==> config.mk <==
export PLATFORM = sky130hd
export DESIGN_NAME = flash_arbiter
export DESIGN_NICKNAME = d
export VERILOG_FILES = /design/src/rtl/flash_arbiter_pkg.sv /design/src/rtl/flash_arbiter_rr_arb2.sv /design/src/rtl/flash_arbiter.sv
export SDC_FILE = /design/constraint.sdc
export NUM_CORES = 1
export LEC_CHECK = 0
export BUFFER_PORTS_ARGS = -buffer_cell sky130_fd_sc_hd__buf_4
export CORE_AREA = 2 2 122 124
export CTS_BUF_LIST = sky130_fd_sc_hd__clkbuf_8
export DETAILED_ROUTE_END_ITERATION = 10
export DIE_AREA = 0 0 124 126
export GPL_ROUTABILITY_DRIVEN = 0
export PLACE_DENSITY = 0.5
export SYNTH_ARGS = -nofsm -noshare
export SYNTH_HDL_FRONTEND = slang
export SYNTH_HIERARCHICAL = 1
export SYNTH_SLANG_ARGS = --single-unit
export TNS_END_PERCENT = 5
==> constraint.sdc <==
create_clock -name wb_clk_i -period 1.8 [get_ports wb_clk_i]
set_clock_uncertainty 0.2 [all_clocks]
set_input_delay 0.18 -clock wb_clk_i [delete_from_list [all_inputs] [get_ports wb_clk_i]]
set_output_delay 0.18 -clock wb_clk_i [all_outputs]
set_load 0.02 [all_outputs]
==> src/rtl/flash_arbiter_pkg.sv <==
// Shared types and constants for the two-master flash arbiter.
package flash_arbiter_pkg;

    typedef enum logic [1:0] {
        StIdle = 2'd0,
        StGnt0 = 2'd1,
        StGnt1 = 2'd2,
        StErr  = 2'd3
    } state_e;

    // Level of wb_rst_i that takes reset.
    localparam logic RstActive = 1'b0;

endpackage

==> src/rtl/flash_arbiter_rr_arb2.sv <==
// Combinational 2-way round-robin pick: a lone requester wins, a tie goes to
// the master that was not granted last.
module rr_arb2 (
    input  logic [1:0] req_i,
    input  logic       last_gnt_i,
    output logic       valid_o,
    output logic       gnt_o
);

    always_comb begin
        valid_o = |req_i;
        gnt_o   = 1'b0;
        case (req_i)
            2'b01:   gnt_o = 1'b0;
            2'b10:   gnt_o = 1'b1;
            2'b11:   gnt_o = ~last_gnt_i;
            default: gnt_o = 1'b0;
        endcase
    end

endmodule

==> src/rtl/flash_arbiter.sv <==
// Two-master Wishbone arbiter for the shared read-only flash port: round-robin
// grant held until ack, local write rejection and a per-access watchdog.
module flash_arbiter
    import flash_arbiter_pkg::*;
#(
    parameter int unsigned TIMEOUT = 32,
    parameter int unsigned TW      = 6
) (
    input  logic        wb_clk_i,
    input  logic        wb_rst_i,

    input  logic        m0_cyc_i,
    input  logic        m0_stb_i,
    input  logic        m0_we_i,
    input  logic [31:0] m0_adr_i,
    input  logic [31:0] m0_dat_i,
    input  logic [3:0]  m0_sel_i,
    output logic [31:0] m0_dat_o,
    output logic        m0_ack_o,
    output logic        m0_err_o,

    input  logic        m1_cyc_i,
    input  logic        m1_stb_i,
    input  logic        m1_we_i,
    input  logic [31:0] m1_adr_i,
    input  logic [31:0] m1_dat_i,
    input  logic [3:0]  m1_sel_i,
    output logic [31:0] m1_dat_o,
    output logic        m1_ack_o,
    output logic        m1_err_o,

    output logic        s_cyc_o,
    output logic        s_stb_o,
    output logic        s_we_o,
    output logic [31:0] s_adr_o,
    output logic [31:0] s_dat_o,
    output logic [3:0]  s_sel_o,
    input  logic [31:0] s_dat_i,
    input  logic        s_ack_i,

    output logic        busy_o
);

    localparam logic [TW-1:0] CntLast = TW'(TIMEOUT - 1);

    state_e        state_q, state_d;
    logic [TW-1:0] cnt_q, cnt_d;
    logic          last_gnt_q, last_gnt_d;
    logic          err_sel_q, err_sel_d;

    logic [1:0]  req;
    logic        arb_valid;
    logic        arb_gnt;
    logic        win_we;

    logic        gnt_sel;
    logic        g_cyc;
    logic        g_stb;
    logic [31:0] g_adr;
    logic [3:0]  g_sel;
    logic        timeout;

    logic [1:0]  ack_v;
    logic [1:0]  err_v;

    // Write data has nowhere to go on a read-only slave.
    logic        unused_wdat;
    assign unused_wdat = ^{m0_dat_i, m1_dat_i};

    assign req = {m1_cyc_i & m1_stb_i, m0_cyc_i & m0_stb_i};

    rr_arb2 u_rr_arb2 (
        .req_i      (req),
        .last_gnt_i (last_gnt_q),
        .valid_o    (arb_valid),
        .gnt_o      (arb_gnt)
    );

    assign win_we  = arb_gnt ? m1_we_i : m0_we_i;

    assign gnt_sel = (state_q == StGnt1);
    assign g_cyc   = gnt_sel ? m1_cyc_i : m0_cyc_i;
    assign g_stb   = gnt_sel ? m1_stb_i : m0_stb_i;
    assign g_adr   = gnt_sel ? m1_adr_i : m0_adr_i;
    assign g_sel   = gnt_sel ? m1_sel_i : m0_sel_i;
    assign timeout = (cnt_q == CntLast);

    always_comb begin
        state_d    = state_q;
        cnt_d      = cnt_q;
        last_gnt_d = last_gnt_q;
        err_sel_d  = err_sel_q;
        s_cyc_o    = 1'b0;
        s_stb_o    = 1'b0;
        s_we_o     = 1'b0;
        s_adr_o    = '0;
        s_dat_o    = '0;
        s_sel_o    = '0;
        ack_v      = 2'b00;
        err_v      = 2'b00;

        unique case (state_q)
            StIdle: begin
                if (arb_valid) begin
                    if (win_we) begin
                        state_d   = StErr;
                        err_sel_d = arb_gnt;
                    end else begin
                        state_d    = arb_gnt ? StGnt1 : StGnt0;
                        cnt_d      = '0;
                        last_gnt_d = arb_gnt;
                    end
                end
            end

            StGnt0, StGnt1: begin
                // The watchdog cycle pulls the slave off the bus; an ack in that
                // same cycle still completes the access normally.
                s_cyc_o = g_cyc & ~timeout;
                s_stb_o = g_stb & ~timeout;
                s_adr_o = g_adr;
                s_sel_o = g_sel;
                cnt_d   = cnt_q + TW'(1);
                ack_v   = gnt_sel ? {s_ack_i, 1'b0} : {1'b0, s_ack_i};
                err_v   = gnt_sel ? {timeout & ~s_ack_i, 1'b0} : {1'b0, timeout & ~s_ack_i};
                if (s_ack_i || !g_cyc || timeout) begin
                    state_d = StIdle;
                end
            end

            StErr: begin
                err_v   = err_sel_q ? 2'b10 : 2'b01;
                state_d = StIdle;
            end

            default: state_d = StIdle;
        endcase
    end

    always_ff @(posedge wb_clk_i) begin
        if (wb_rst_i == RstActive) begin
            state_q    <= StIdle;
            cnt_q      <= '0;
            last_gnt_q <= 1'b1;
            err_sel_q  <= 1'b0;
        end else begin
            state_q    <= state_d;
            cnt_q      <= cnt_d;
            last_gnt_q <= last_gnt_d;
            err_sel_q  <= err_sel_d;
        end
    end

    assign m0_ack_o = ack_v[0];
    assign m0_err_o = err_v[0];
    assign m0_dat_o = (state_q == StGnt0) ? s_dat_i : '0;
    assign m1_ack_o = ack_v[1];
    assign m1_err_o = err_v[1];
    assign m1_dat_o = (state_q == StGnt1) ? s_dat_i : '0;
    assign busy_o   = (state_q != StIdle);

endmodule

=== After elaboration in Yosys (flattened, before gate mapping) ===
Cells that the tools add are included.

* Word-level logic and storage cells: 60
* Flip-flop bits (word level): 10
* Bits in writable memories: 0
* Bits of input ports: 177
* Output and inout port bits: 140
* Bits in read-only memories: 0
* Latch bits: 0
* Memories: 0

* Multipliers: 0
* Divide/modulo/power cells: 0
* Shifts and indexed selects: 0
* Equal/unequal tests: 9
* Magnitude comparators: 0
* Add/subtract/negate cells: 1
* Bitwise logic cells: 9
* Reduce and logical (&&, ||, !) cells: 12
* Mux-type cells: 25

{| class="wikitable"
|+ Operator list
! kind !! number
|-
| $mux W32 || 4
|-
| $mux W2 || 8
|-
| $mux W6 || 2
|-
| $pmux W6 S2 || 1
|-
| $reduce_and A3 Y1 || 3
|-
| $eq A2 B2 Y1 const B || 4
|-
| $mux W4 || 2
|-
| $add A6 B1 Y6 const B || 1
|-
| $eq A6 B5 Y1 const B || 1
|-
| $ne A2 B2 Y1 const B || 3
|-
| $pmux W2 S3 || 1
|-
| $and A1 B1 Y1 || 5
|-
| $mux W1 || 5
|-
| $not A1 Y1 || 4
|-
| $pmux W2 S2 || 1
|-
| $reduce_bool A2 Y1 || 2
|-
| $reduce_or A2 Y1 || 2
|-
| $eq A2 B1 Y1 const B || 1
|-
| $logic_not A2 Y1 || 1
|-
| $logic_or A1 B1 Y1 || 2
|-
| $pmux W1 S2 || 1
|-
| $reduce_and A2 Y1 || 1
|-
| $logic_not A1 Y1 || 1
|}

=== Depth between registers and ports, before layout ===
Gate-level depths: netlist of run 1.

* Depth after elaboration: 7
* Mapped depth: 7
* Mapped depth without buffers: 6

=== Modules after synthesis ===
The synthesis of run 1 kept the hierarchy.

{| class="wikitable"
|+ Modules (own cells, without submodules)
! module !! sequential area each (um2) !! cells each !! area each (um2) !! instances
|-
| flash_arbiter || 200.2 || 267 || 1,954.4 || 1
|-
| rr_arb2 || 0.0 || 2 || 13.8 || 1
|}

=== Least setup slack after synthesis of run 1 ===
Ideal clock, no wire load.

* Kind: reg-to-output
* Start point: reg state_q[0]
* End point: out m0_err_o
* Buffers on the path: 2
* Cell stages (with the launch flop): 7
* Data required time: 1,420 ps
* Data arrival time: 1,615 ps
* Path slack: -195 ps
* Cells stage by stage: dfxtp_1 inv_1 ha_1 buf_2 buf_1 o32a_1 nor2_1

* Longest elaborated chain between the ends: 3
* Elaborated cells on any way between the ends: 6
* Those cells by class: eq/ne (3); mux (2); reduce/logical (1)

{| class="wikitable"
|+ Ends and longest elaborated chain
! what !! RTL line !! text
|-
| from (decl) || flash_arbiter.sv:46 || <nowiki>state_e state_q, state_d;</nowiki>
|-
| from (signal assigned) || flash_arbiter.sv:142 || <nowiki>state_q <= StIdle;</nowiki>
|-
| from (signal assigned) || flash_arbiter.sv:147 || <nowiki>state_q <= state_d;</nowiki>
|-
| $eq A2 B2 Y1 / $eq A2 B1 Y1 (equally long branches) || flash_arbiter.sv:81, flash_arbiter.sv:102 ||
|-
| $mux W2 / $reduce_or A2 Y1 (equally long branches) || flash_arbiter.sv:125, flash_arbiter.sv:102 ||
|-
| $pmux W2 S2 * || flash_arbiter.sv:102 || <nowiki>unique case (state_q)</nowiki>
|-
| to (decl) || flash_arbiter.sv:20 || <nowiki>output logic m0_err_o,</nowiki>
|}

Every way passes the cells marked *; elsewhere a longest branch is shown, timed or not.

=== Worst setup path in the final report of run 1 ===
* Start point: reg state_q[0]
* End point: out s_adr_o[4]

* Longest elaborated chain between the ends: 3
* Elaborated cells on any way between the ends: 5
* Those cells by class: eq/ne (2); mux (2); reduce/logical (1)

{| class="wikitable"
|+ Ends and longest elaborated chain
! what !! RTL line !! text
|-
| $eq A2 B2 Y1 / $eq A2 B1 Y1 (equally long branches) || flash_arbiter.sv:81, flash_arbiter.sv:102 ||
|-
| $mux W32 / $reduce_or A2 Y1 (equally long branches) || flash_arbiter.sv:84, flash_arbiter.sv:102 ||
|-
| $mux W32 * || flash_arbiter.sv:102 ||
|-
| to (decl) || flash_arbiter.sv:35 || <nowiki>output logic [31:0] s_adr_o,</nowiki>
|}

Marked as above.

==> metrics.yaml, run 1 <==
detailed_routing:
  post_detailed_route_wirelength_per_cell_microns: 12.1
  postRouteWirelength_mm: 8.46
  detail_route.first_pass.iterations: 4
  detailroute.via_count: 2581
  drc: 0
  drt-vias-per-instance: 3.70
  antenna_left: 0
  starting_drc_count_in_detailed_routing: 31
floorplan:
  design.core.area_sq_um: 14300
  die_h_microns: 126
  num_rows: 44
  top_level_ports: 317
  die_w_microns: 124
  initial_utilization_pct: 13.8
  design.die.area_sq_um: 15600
synthesis:
  synthArstFlopShare_pct: 0
  post_synth_instance_area_sq_um: 1970
  number_of_instances_in_the_synthesized_netlist: 269
  synth_top_family_by_area: "simple AND/OR/NAND/NOR gates"
  synth_adder_area_share_pct: 3.18
  number_of_enable_flip_flop_cells_after_synthesis: 0
  yosys_warnings: 6
  synth_seq_cells: 10
  area_share_of_and_or_nand_nor_cells_after_synthesis_pct: 40.2
  syn_area_per_cell_sq_um: 7.32
  seq_area_frac_synth_pct: 10.2
  synth_top_cell_by_area: "and2_1"
  synth_ff_type: "dfxtp_1"
  synth_common_cells: "68 x and2_1, 38 x mux2i_1, 36 x nor2b_1"
  yosys-mux-area-fraction_pct: 20.1
  most_frequent_cell_after_synthesis: "and2_1"
  synth_top_cells_by_area: "and2_1 22%, mux2i_1 19%, buf_4 13%"
  distinct_cells_synth: 36
  synth_compound_gate_area_share_pct: 7.69
  synthXorXnorAreaFrac_pct: 0.445
  fraction_of_post_synthesis_cell_area_in_the_top_cell_type_by_area_pct: 21.6
worst_setup_path:
  slowest_stage: "dfxtp_2"
  timing.critical_path.cells: "inv_4 > buf_6 > ha_4 > buf_12 > buf_8 > mux2i_2 > nor2b_1 > buf_4"
  worst_setup_path_start_kind: "flip-flop"
  path_delay_family: "buffers and inverters"
  critPathRequiredTime_ps: 1420
  path_class: "flip-flop to output port"
  setup.worst_path.end_class: "output port"
  worstPathBufferInverterCount: 5
  worst_r2r_endpoint: "state_q[1]"
  reg2reg_from: "state_q[0]"
  cpPeakStageDelay_ps: 330
  arrival_ps: 1640
  rr_worst_depth: 8
  r2r_setup_slk_ps: -140
  maximum_net_fanout_on_the_critical_path: 8
run_status:
  violations: "setup timing"
  status: "complete, but fails checks"
sta:
  setup_total_negative_slack_ps: -7640
  max_clock_freq_mhz: 495
  fin_hold_ws_ps: 79.8
  final-setup-viol-count: 74
  layout_setup_ws_ps: -222
  final_min_period_over_clock_period_pct: 112
  report.final.slew_viol_count: 0
  rsz0062_at_grt: "yes"
  layout_min_cycle_time_ps: 2020
  finalHoldViolations: 0
cts:
  cts_root_buf: "clkbuf_8"
  clock_path_buffers: 2
  cts-htree-levels: 1
  cts.sink_count: 10
  clk_latency_worst_skew_pair_ps: 230
  cts_buf_count: 3
  cts_tree: "done"
  cts.clk_slew.worst_paths_ps: 50
power_and_ir_drop:
  internal_power_w: 0.00127
  p_sw_share_pct: 42.3
  power_switching_w: 0.000931
  irDropWorstVdd_mv: 0.278
  post-layout-total-power_w: 0.00220
  clock_power_share_pct: 10.4
  pwr-share-comb_pct: 78.3
  seqPwrFrac_pct: 11.3
  power-per-cell-area_nw_per_um2: 514
  p_leak_nw: 2.11
worst_hold_path:
  whs_path_depth: 4
  hold_path_end: "err_sel_q"
  worstHoldStart: "m0_we_i"
  hold_path_class: "input port to flip-flop"
grt:
  grt_start_max_net_pins: 42
  antenna_found_initial: 0
  globalRoute.totalOverflow: 0
  grt_pass1_wl_mm: 11.8
  track_usage_pct: 9.33
  grt_pass1_vias: 2380
placed_design:
  place.detailed.instances: 689
  preCtsSetupSlack_ps: -160
  port-buffer-count: 219
  detailedPlacementHpwl_mm: 7.19
layout:
  antenna_diode_count: 0
  drive_above_1_share_pct: 58.1
  design.final.nets: 697
  final_cell_count_no_fill: 697
  area_growth_syn_to_layout_pct: 117
job:
  max-cap-violations: 0
[logic make-up (layout without fill, tap and decap cells)]
family	after synthesis	in the layout
xor gates and xnor gates	1	1
AOI/OAI and AO/OA	23	23
other	1	33
DFF	10	10
and+or+nand+nor	132	132
buffers and inverters	58	270
muxes	39	39
adders and majority gates	5	5
[power by group through the flow]
stage / logic [W] / clock network [W] / registers, W
after global placement: 0.00160 / 0 / 0.000248
after detailed placement: 0.00161 / 0 / 0.000249
final: 0.00172 / 0.000229 / 0.000248
after floorplan: 0.000872 / 0 / 0.000252
after CTS: 0.00169 / 0.000235 / 0.000246
after global routing: 0.00185 / 0.000248 / 0.000250
[layer usage]
layer  part of all wire [%]  GRT usage, %  wire length, microns  up-vias
met3                     10          1.68                   877        8
met1                     37          9.89                  3100     1150
li1                       -             -                     -     1296
met5                      0             0                     0        -
met4                   0.83          1.19                    70        0
met2                     52          19.0                  4420      127
[layout by cell type (no fill, tap or decap), types with 3 or more instances in the layout]
cell type / netlist / routed
a21oi_1: 7 / 4
a21oi_2: 0 / 3
and2_1: 68 / 67
buf_12: 0 / 6
buf_4: 33 / 237
buf_6: 1 / 13
clkbuf_8: 0 / 3
conb_1: 1 / 33
dfxtp_1: 10 / 7
dfxtp_2: 0 / 3
ha_4: 0 / 3
inv_1: 9 / 6
mux2i_1: 38 / 32
mux2i_2: 0 / 6
nand2_1: 6 / 6
nand3_1: 5 / 5
nor2_1: 6 / 5
nor2b_1: 36 / 26
nor2b_2: 0 / 9
o21ai_0: 4 / 3
or3_1: 5 / 3
[flip-flops by register name (all words and copies together) (netlist names)]
signal	count
err_sel_q	1
cnt_q	6
last_gnt_q	1
state_q	2
[worst max path at each step]
stage,start,to,depth (start not counted)
floorplan,state_q[0],m1_err_o,6
global placement,m1_stb_i,cnt_q[0],8
CTS,state_q[0],s_adr_o[24],7
global route,state_q[0],s_adr_o[2],8
detailed placement,m0_stb_i,cnt_q[5],7
finish,state_q[0],s_adr_o[4],8
[worst register-to-register path: stages, from the launching register on]
cell	delay (ps)
dfxtp_2	350
inv_4	50
buf_6	110
ha_4	190
buf_4	160
mux2i_2	160
a311oi_2	280
a21oi_1	100
o32ai_1	230
[per-stage QoR]
| stage | cell area [sq um] | util [%] |
|---|---|---|
| after floorplan | 2130 | - |
| after global placement | 4000 | 28.0 |
| after detailed placement | 4000 | 28.0 |
| after CTS | 4170 | 29.1 |
| after global routing | 4280 | 29.9 |
| final | 4280 | 29.9 |
[timing repair]
item | 4_1_cts | 5_1_grt
buffers inserted | 4 | 0
gates resized for setup | 25 | 25
pin swaps | 4 | 8
hold buffers | 1 | 0
endpoints found under the hold margin | 1 | 0
gates cloned | 0 | 0
endpoints found under the setup margin | 114 | 113
[cell type report]
type | instances | area (sq um)
sequential | 10 | 204
clock buffer | 3 | 41.3
fill | 1536 | 10000
inverter | 9 | 36.3
multi-input combinational | 233 | 1700
tap | 184 | 230
timing repair buffer | 258 | 2070
Power figures use the tool's default switching activity.
==> run 2: changes to the inputs <==
--- a/config.mk
+++ b/config.mk
@@ -12,6 +12,7 @@
 export DIE_AREA = 0 0 124 126
 export GPL_ROUTABILITY_DRIVEN = 0
 export PLACE_DENSITY = 0.5
+export REMOVE_ABC_BUFFERS = 1
 export SYNTH_ARGS = -nofsm -noshare
 export SYNTH_HDL_FRONTEND = slang
 export SYNTH_HIERARCHICAL = 1
==> metrics.yaml, run 2 (same netlist as run 1, synthesis figures left out) <==
run_status:
  status: "complete, but fails checks"  # unchanged
  violations: "setup timing"  # unchanged
layout:
  final_util_pct: 30.6  # was 29.9%
  regMostFlops: "cnt_q"  # unchanged
  drive_above_1_share_pct: 58.1  # about the same
  layout_commonest_cell: "buf_4"  # unchanged
  largestRegisters: "cnt_q (6), state_q (2)"  # unchanged
  final_design_area_no_fill_sq_um: 4380  # was 4280 sq um
  register_area_sq_um: 203  # was 204 sq um
  design.final.nets: 700  # was 697
  multi_input_area_sq_um: 1700  # about the same
  mostFrequentLayoutCells: "235 x buf_4, 61 x and2_1, 33 x conb_1, 32 x mux2i_1, 30 x nor2b_1"  # was 237 x buf_4, 67 x and2_1, 33 x conb_1, 32 x mux2i_1, 26 x nor2b_1
  antenna_diode_count: 0  # unchanged
  flip_flop_count_of_the_largest_register_all_copies_and_words_added: 6  # unchanged
  fill_cells: 1545  # was 1536
  area_growth_syn_to_layout_pct: 123  # was 117%
sta:
  final-setup-viol-count: 76  # was 74
  final_min_period_over_clock_period_pct: 114  # was 112%
  finalHoldViolations: 0  # unchanged
  max_clock_freq_mhz: 489  # was 495 MHz
  layout_min_cycle_time_ps: 2040  # was 2020 ps
  report.final.slew_viol_count: 0  # unchanged
  rsz0062_at_grt: "yes"  # unchanged
  layout_setup_ws_ps: -243  # was -222 ps
cts:
  cts-htree-levels: 1  # unchanged
  cts_buf_count: 3  # unchanged
  cts_tree: "done"  # unchanged
  cts_root_buf: "clkbuf_8"  # unchanged
  clock_path_buffers: 2  # unchanged
  cts.sink_count: 10  # unchanged
  clk_latency_worst_skew_pair_ps: 230  # about the same
  cts.clk_slew.worst_paths_ps: 50  # about the same
grt:
  globalRoute.totalOverflow: 0  # unchanged
  grt_start_max_net_pins: 42  # unchanged
  track_usage_pct: 8.70  # was 9.33%
  grt_pass1_vias: 2392  # was 2380
  antenna_found_initial: 0  # unchanged
  grt_pass1_wl_mm: 11.2  # was 11.8 mm
worst_setup_path:
  worst_setup_path_start_kind: "flip-flop"  # unchanged
  critPathRequiredTime_ps: 1420  # about the same
  path_class: "flip-flop to output port"  # unchanged
  rr_worst_depth: 9  # was 8
  worst_r2r_endpoint: "state_q[1]"  # unchanged
  arrival_ps: 1660  # was 1640 ps
  reg2reg_from: "state_q[0]"  # unchanged
  maximum_net_fanout_on_the_critical_path: 4  # was 8
  r2r_setup_slk_ps: -120  # was -140 ps
  setup.worst_path.end_class: "output port"  # unchanged
detailed_routing:
  starting_drc_count_in_detailed_routing: 70  # was 31
  drt-vias-per-instance: 3.82  # was 3.70
  drc: 0  # unchanged
  detail_route.first_pass.iterations: 4  # unchanged
  antenna_left: 0  # unchanged
  detailroute.via_count: 2672  # was 2581
  post_detailed_route_wirelength_per_cell_microns: 13.1  # was 12.1 microns
  postRouteWirelength_mm: 9.18  # was 8.46 mm
placed_design:
  port-buffer-count: 219  # unchanged
  total_cell_area_at_the_placement_stage_sq_um: 3890  # was 4000 sq um
  detailedPlacementHpwl_mm: 6.92  # was 7.19 mm
  preCtsSetupSlack_ps: -232  # was -160 ps
power_and_ir_drop:
  p_leak_nw: 2.15  # was 2.11 nW
  power-per-cell-area_nw_per_um2: 521  # was 514 nW/um^2
  irDropWorstVdd_mv: 0.188  # was 0.278 mV
floorplan:
  die_h_microns: 126  # unchanged
  design.die.area_sq_um: 15600  # unchanged
  initial_utilization_pct: 13.8  # unchanged
  design.core.area_sq_um: 14300  # unchanged
  num_rows: 44  # unchanged
  top_level_ports: 317  # unchanged
  die_w_microns: 124  # unchanged
worst_hold_path:
  hold_path_end: "err_sel_q"  # unchanged
  worstHoldStart: "m0_we_i"  # unchanged
  hold_path_class: "input port to flip-flop"  # unchanged
  whs_path_depth: 4  # unchanged
job:
  max-cap-violations: 0  # unchanged
[run 2: changes by cell type in the layout (fill, tap and decap cells not counted), moves of 3 or more]
cell / previous run / this run
and2_1: 67 / 61
and2_4: 1 / 7
clkbuf_16: 0 / 5
nor2b_1: 26 / 30
nor2b_2: 9 / 5
mux2i_2: 6 / 3
mux2i_4: 0 / 3
[run 2: worst max-delay path by stage]
stage,startpoint,endpoint,slack (ps),depth (start not counted)
after global placement,m0_stb_i,cnt_q[0],-190,8
after CTS,state_q[0],m1_err_o,-240,6
after floorplan,state_q[0],m1_err_o,-1570,5
after global routing,state_q[0],m1_err_o,-300,8
after detailed placement,m0_stb_i,cnt_q[0],-230,8
final,state_q[0],m1_err_o,-240,8
[run 2: stage by stage]
stage	total power, W	setup TNS, ps	hold WS (ps)	cells
3_5_place_dp	0.00179	-1580	202	682
2_1_floorplan	0.00103	-92560	41.9	252
6_report	0.00228	-12200	91.8	700
5_1_grt	0.00243	-17240	108	700
4_1_cts	0.00209	-10010	85.9	689
3_3_place_gp	0.00178	-1250	205	682
[run 2: worst max-delay path: stages (launching register included)]
cell and delay (ps):
dfxtp_2 320, inv_2 70, buf_6 110, ha_4 150
buf_12 120, inv_1 40, or3_1 310, a21oi_2 140
buf_4 160
[run 2: layer usage]
layer	vias to the layer above	GRT usage, %	part of all wire, %
li1	1310	-	-
met1	1226	9.30	34
met2	134	17.6	55
met3	2	1.72	10
met4	0	0.991	0.16
met5	-	0	0
[run 2: where the power goes]
part / internal, W / switching, W / total [W]
Sequential: 0.000238 / 0.00000938 / 0.000247
Clock: 0.000146 / 0.0000804 / 0.000226
Combinational: 0.000933 / 0.000874 / 0.00181
Total: 0.00132 / 0.000964 / 0.00228
[run 2: timing repair]
action                                  in CTS  in global routing
endpoints found under the hold margin        1                  0
buffers inserted                             3                  5
hold buffers                                 1                  0
resized for setup                           14                 46
pin swaps                                    5                  5
cloned                                       0                  6
endpoints found under the setup margin     114                114
[run 2: layout make-up]
type	count	area share [%]
inverters	9	0.771
multi-input cells	233	38.8
repair buffers	261	49.6
clock buffers	3	0.943
flip-flops and latches	10	4.63
well taps	184	5.26
==> run 3: changes to the inputs <==
--- a/config.mk
+++ b/config.mk
@@ -5,13 +5,14 @@
 export SDC_FILE = /design/constraint.sdc
 export NUM_CORES = 1
 export LEC_CHECK = 0
+export ABC_AREA = 1
 export BUFFER_PORTS_ARGS = -buffer_cell sky130_fd_sc_hd__buf_4
-export CORE_AREA = 2 2 122 124
+export CORE_AREA = 2 2 125 127
 export CTS_BUF_LIST = sky130_fd_sc_hd__clkbuf_8
 export DETAILED_ROUTE_END_ITERATION = 10
-export DIE_AREA = 0 0 124 126
+export DIE_AREA = 0 0 127 129
 export GPL_ROUTABILITY_DRIVEN = 0
-export PLACE_DENSITY = 0.5
+export PLACE_DENSITY = 0.47
 export REMOVE_ABC_BUFFERS = 1
 export SYNTH_ARGS = -nofsm -noshare
 export SYNTH_HDL_FRONTEND = slang
==> metrics.yaml, run 3 <==
run_status:
  status: "complete, but fails checks"  # unchanged
  violations: "setup timing"  # unchanged
power_and_ir_drop:
  irDropWorstVdd_mv: 0.235  # was 0.188 mV
  power-per-cell-area_nw_per_um2: 526  # was 521 nW/um^2
  p_leak_nw: 2.70  # was 2.15 nW
synthesis:
  synth_common_cells: "95 x nand2_1, 83 x inv_1, 37 x a22o_1"  # was 68 x and2_1, 38 x mux2i_1, 36 x nor2b_1
  synth_ff_type: "dfxtp_1"  # unchanged
  distinct_cells_synth: 28  # was 36
  synth_seq_cells: 10  # unchanged
  seq_area_frac_synth_pct: 10.7  # was 10.2%
  yosys_warnings: 6  # unchanged
  number_of_instances_in_the_synthesized_netlist: 327  # was 269
  synthArstFlopShare_pct: 0  # unchanged
  fraction_of_post_synthesis_cell_area_in_the_top_cell_type_by_area_pct: 19.0  # was 21.6%
  number_of_enable_flip_flop_cells_after_synthesis: 0  # unchanged
  syn_area_per_cell_sq_um: 5.74  # was 7.32 sq um
  synth_top_cell_by_area: "nand2_1"  # was and2_1
  synth_top_cells_by_area: "nand2_1 19%, a22o_1 17%, inv_1 17%"  # was and2_1 22%, mux2i_1 19%, buf_4 13%
  most_frequent_cell_after_synthesis: "nand2_1"  # was and2_1
  post_synth_instance_area_sq_um: 1880  # was 1970 sq um
detailed_routing:
  starting_drc_count_in_detailed_routing: 98  # was 70
  postRouteWirelength_mm: 9.43  # was 9.18 mm
  drt-vias-per-instance: 3.56  # was 3.82
  detail_route.first_pass.iterations: 6  # was 4
  post_detailed_route_wirelength_per_cell_microns: 12.5  # was 13.1 microns
  antenna_left: 0  # unchanged
  drc: 0  # unchanged
  detailroute.via_count: 2684  # was 2672
worst_setup_path:
  slowest_stage: "dfxtp_2"  # unchanged
  worst_setup_path_start_kind: "flip-flop"  # unchanged
  setup.worst_path.end_class: "output port"  # unchanged
  reg2reg_from: "state_q[0]"  # unchanged
  cpPeakStageDelay_ps: 340  # was 320 ps
  path_delay_family: "buffers and inverters"  # unchanged
  cp_startpoint: "state_q[0]"  # unchanged
  critPathRequiredTime_ps: 1420  # about the same
  maximum_net_fanout_on_the_critical_path: 15  # was 4
  worstPathBufferInverterCount: 5  # unchanged
  timing.critical_path.cells: "inv_4 > ha_4 > inv_4 > nor2_4 > buf_12 > buf_16 > a22o_1 > buf_6"  # was inv_2 > buf_6 > ha_4 > buf_12 > inv_1 > or3_1 > a21oi_2 > buf_4
  crit_path_frequent_cell: "inv_4"
  path_class: "flip-flop to output port"  # unchanged
  arrival_ps: 1690  # was 1660 ps
layout:
  design.final.nets: 749  # was 700
  layout_commonest_cell: "buf_4"  # unchanged
  final_cell_count_no_fill: 754  # was 700
  drive_above_1_share_pct: 52.3  # was 58.1%
  flip_flop_count_of_the_largest_register_all_copies_and_words_added: 6  # unchanged
  fill_cells: 1706  # was 1545
  largestRegisters: "cnt_q (6), state_q (2)"  # unchanged
  regMostFlops: "cnt_q"  # unchanged
  area_growth_syn_to_layout_pct: 126  # was 123%
  multi_input_area_sq_um: 1290  # was 1700 sq um
  register_area_sq_um: 203  # unchanged
  mostFrequentLayoutCells: "204 x buf_4, 92 x nand2_1, 79 x inv_1, 39 x buf_6, 33 x conb_1"  # was 235 x buf_4, 61 x and2_1, 33 x conb_1, 32 x mux2i_1, 30 x nor2b_1
  antenna_diode_count: 0  # unchanged
placed_design:
  preCtsSetupSlack_ps: -105  # was -232 ps
  port-buffer-count: 219  # unchanged
  place.detailed.instances: 738  # was 682
  detailedPlacementHpwl_mm: 7.87  # was 6.92 mm
cts:
  clock_path_buffers: 2  # unchanged
  cts_root_buf: "clkbuf_8"  # unchanged
  cts_tree: "done"  # unchanged
  cts.clk_slew.worst_paths_ps: 50  # about the same
  cts-htree-levels: 1  # unchanged
  clk_latency_worst_skew_pair_ps: 240  # was 230 ps
  cts_buf_count: 3  # unchanged
  cts.sink_count: 10  # unchanged
grt:
  antenna_found_initial: 0  # unchanged
  grt_pass1_wl_mm: 13.5  # was 11.2 mm
  grt_pass1_vias: 2495  # was 2392
  globalRoute.totalOverflow: 0  # unchanged
  track_usage_pct: 10.4  # was 8.70%
  grt_start_max_net_pins: 33  # was 42
floorplan:
  top_level_ports: 317  # unchanged
  initial_utilization_pct: 12.5  # was 13.8%
  num_rows: 45  # was 44
  design.core.area_sq_um: 15000  # was 14300 sq um
  die_h_microns: 129  # was 126 microns
  die_w_microns: 127  # was 124 microns
  design.die.area_sq_um: 16400  # was 15600 sq um
sta:
  report.final.slew_viol_count: 0  # unchanged
  rsz0062_at_grt: "yes"  # unchanged
  max_clock_freq_mhz: 483  # was 489 MHz
  final-setup-viol-count: 41  # was 76
  finalHoldViolations: 0  # unchanged
  final_min_period_over_clock_period_pct: 115  # was 114%
  layout_min_cycle_time_ps: 2070  # was 2040 ps
  layout_setup_ws_ps: -272  # was -243 ps
worst_hold_path:
  hold_path_class: "input port to flip-flop"  # unchanged
  worstHoldStart: "m1_we_i"  # was m0_we_i
job:
  max-cap-violations: 0  # unchanged
-- run 3: cell types whose count changed in the layout (fill, tap and decap cells not counted), moves of 7 or more --
cell and change:
a22o_1 +25, inv_1 +72, a22o_4 +12, buf_4 -31
nand2_1 +87, nor2b_1 -30, buf_6 +25, mux2i_1 -32
and2_4 -7, and2_1 -61
-- run 3: logic make-up after synthesis --
group / synth area share, %
other cells: 0.200
fa+ha+maj: 3.33
simple gates: 27.5
flops: 10.7
compound gates: 22.1
buf+inv: 36.2
-- run 3: power breakdown --
group | internal (W) | switching (W) | total [W]
clock network | 0.000193 | 0.0000976 | 0.000291
registers | 0.000237 | 0.00000889 | 0.000245
logic | 0.000841 | 0.000854 | 0.00170
total | 0.00127 | 0.000960 | 0.00223
-- run 3: final cells by class --
cell class | count | share of cell area, %
repair buffers | 251 | 50.2
multi-input cells | 214 | 30.3
inverters | 87 | 7.85
well taps | 188 | 5.55
flip-flops and latches | 10 | 4.78
clock buffers | 4 | 1.30
-- run 3: path summary, 6_finish.rpt --
check	slack, ps	endpoint	cells after the start
max	-270	s_adr_o[0]	8
min	40	err_sel_q	3
max reg2reg	80	state_q[1]	10
min reg2reg	270	last_gnt_q	2
-- run 3: worst reg2reg max path, stage by stage (launching register included) --
cell	delay, ps
dfxtp_2	340
inv_4	50
ha_4	280
inv_4	40
buf_4	120
buf_4	140
nor2_1	110
nand3_2	120
nand2_2	80
nand2_1	50
a21oi_1	120
-- run 3: layer usage --
layer / share of wire (%) / track usage (%) / vias to the layer above
met2: 47 / 17.9 / 142
met1: 42 / 13.1 / 1142
met4: 0.43 / 1.16 / 0
met3: 11 / 3.45 / 5
li1: - / - / 1395
met5: 0 / 0 / -
-- run 3: per-stage QoR --
step	TNS (ps)	total power, W	hold WS [ps]	area, sq um	utilization, %
2_1_floorplan	-30880	0.000916	78.6	1650	-
3_3_place_gp	-2590	0.00167	235	3720	24.9
3_5_place_dp	-2120	0.00166	233	3720	24.9
4_1_cts	-9690	0.00217	38.8	4100	27.3
5_1_grt	-11680	0.00238	67.0	4240	28.3
6_report	-9320	0.00223	42.5	4240	28.3
-- run 3: repair_timing --
item	4_1_cts	5_1_grt
hold endpoints to repair	1	0
setup endpoints to repair	73	102
hold buffers	1	0
resized for setup	52	24
buffers inserted	2	9
pin swaps	15	4
gates cloned	1	0
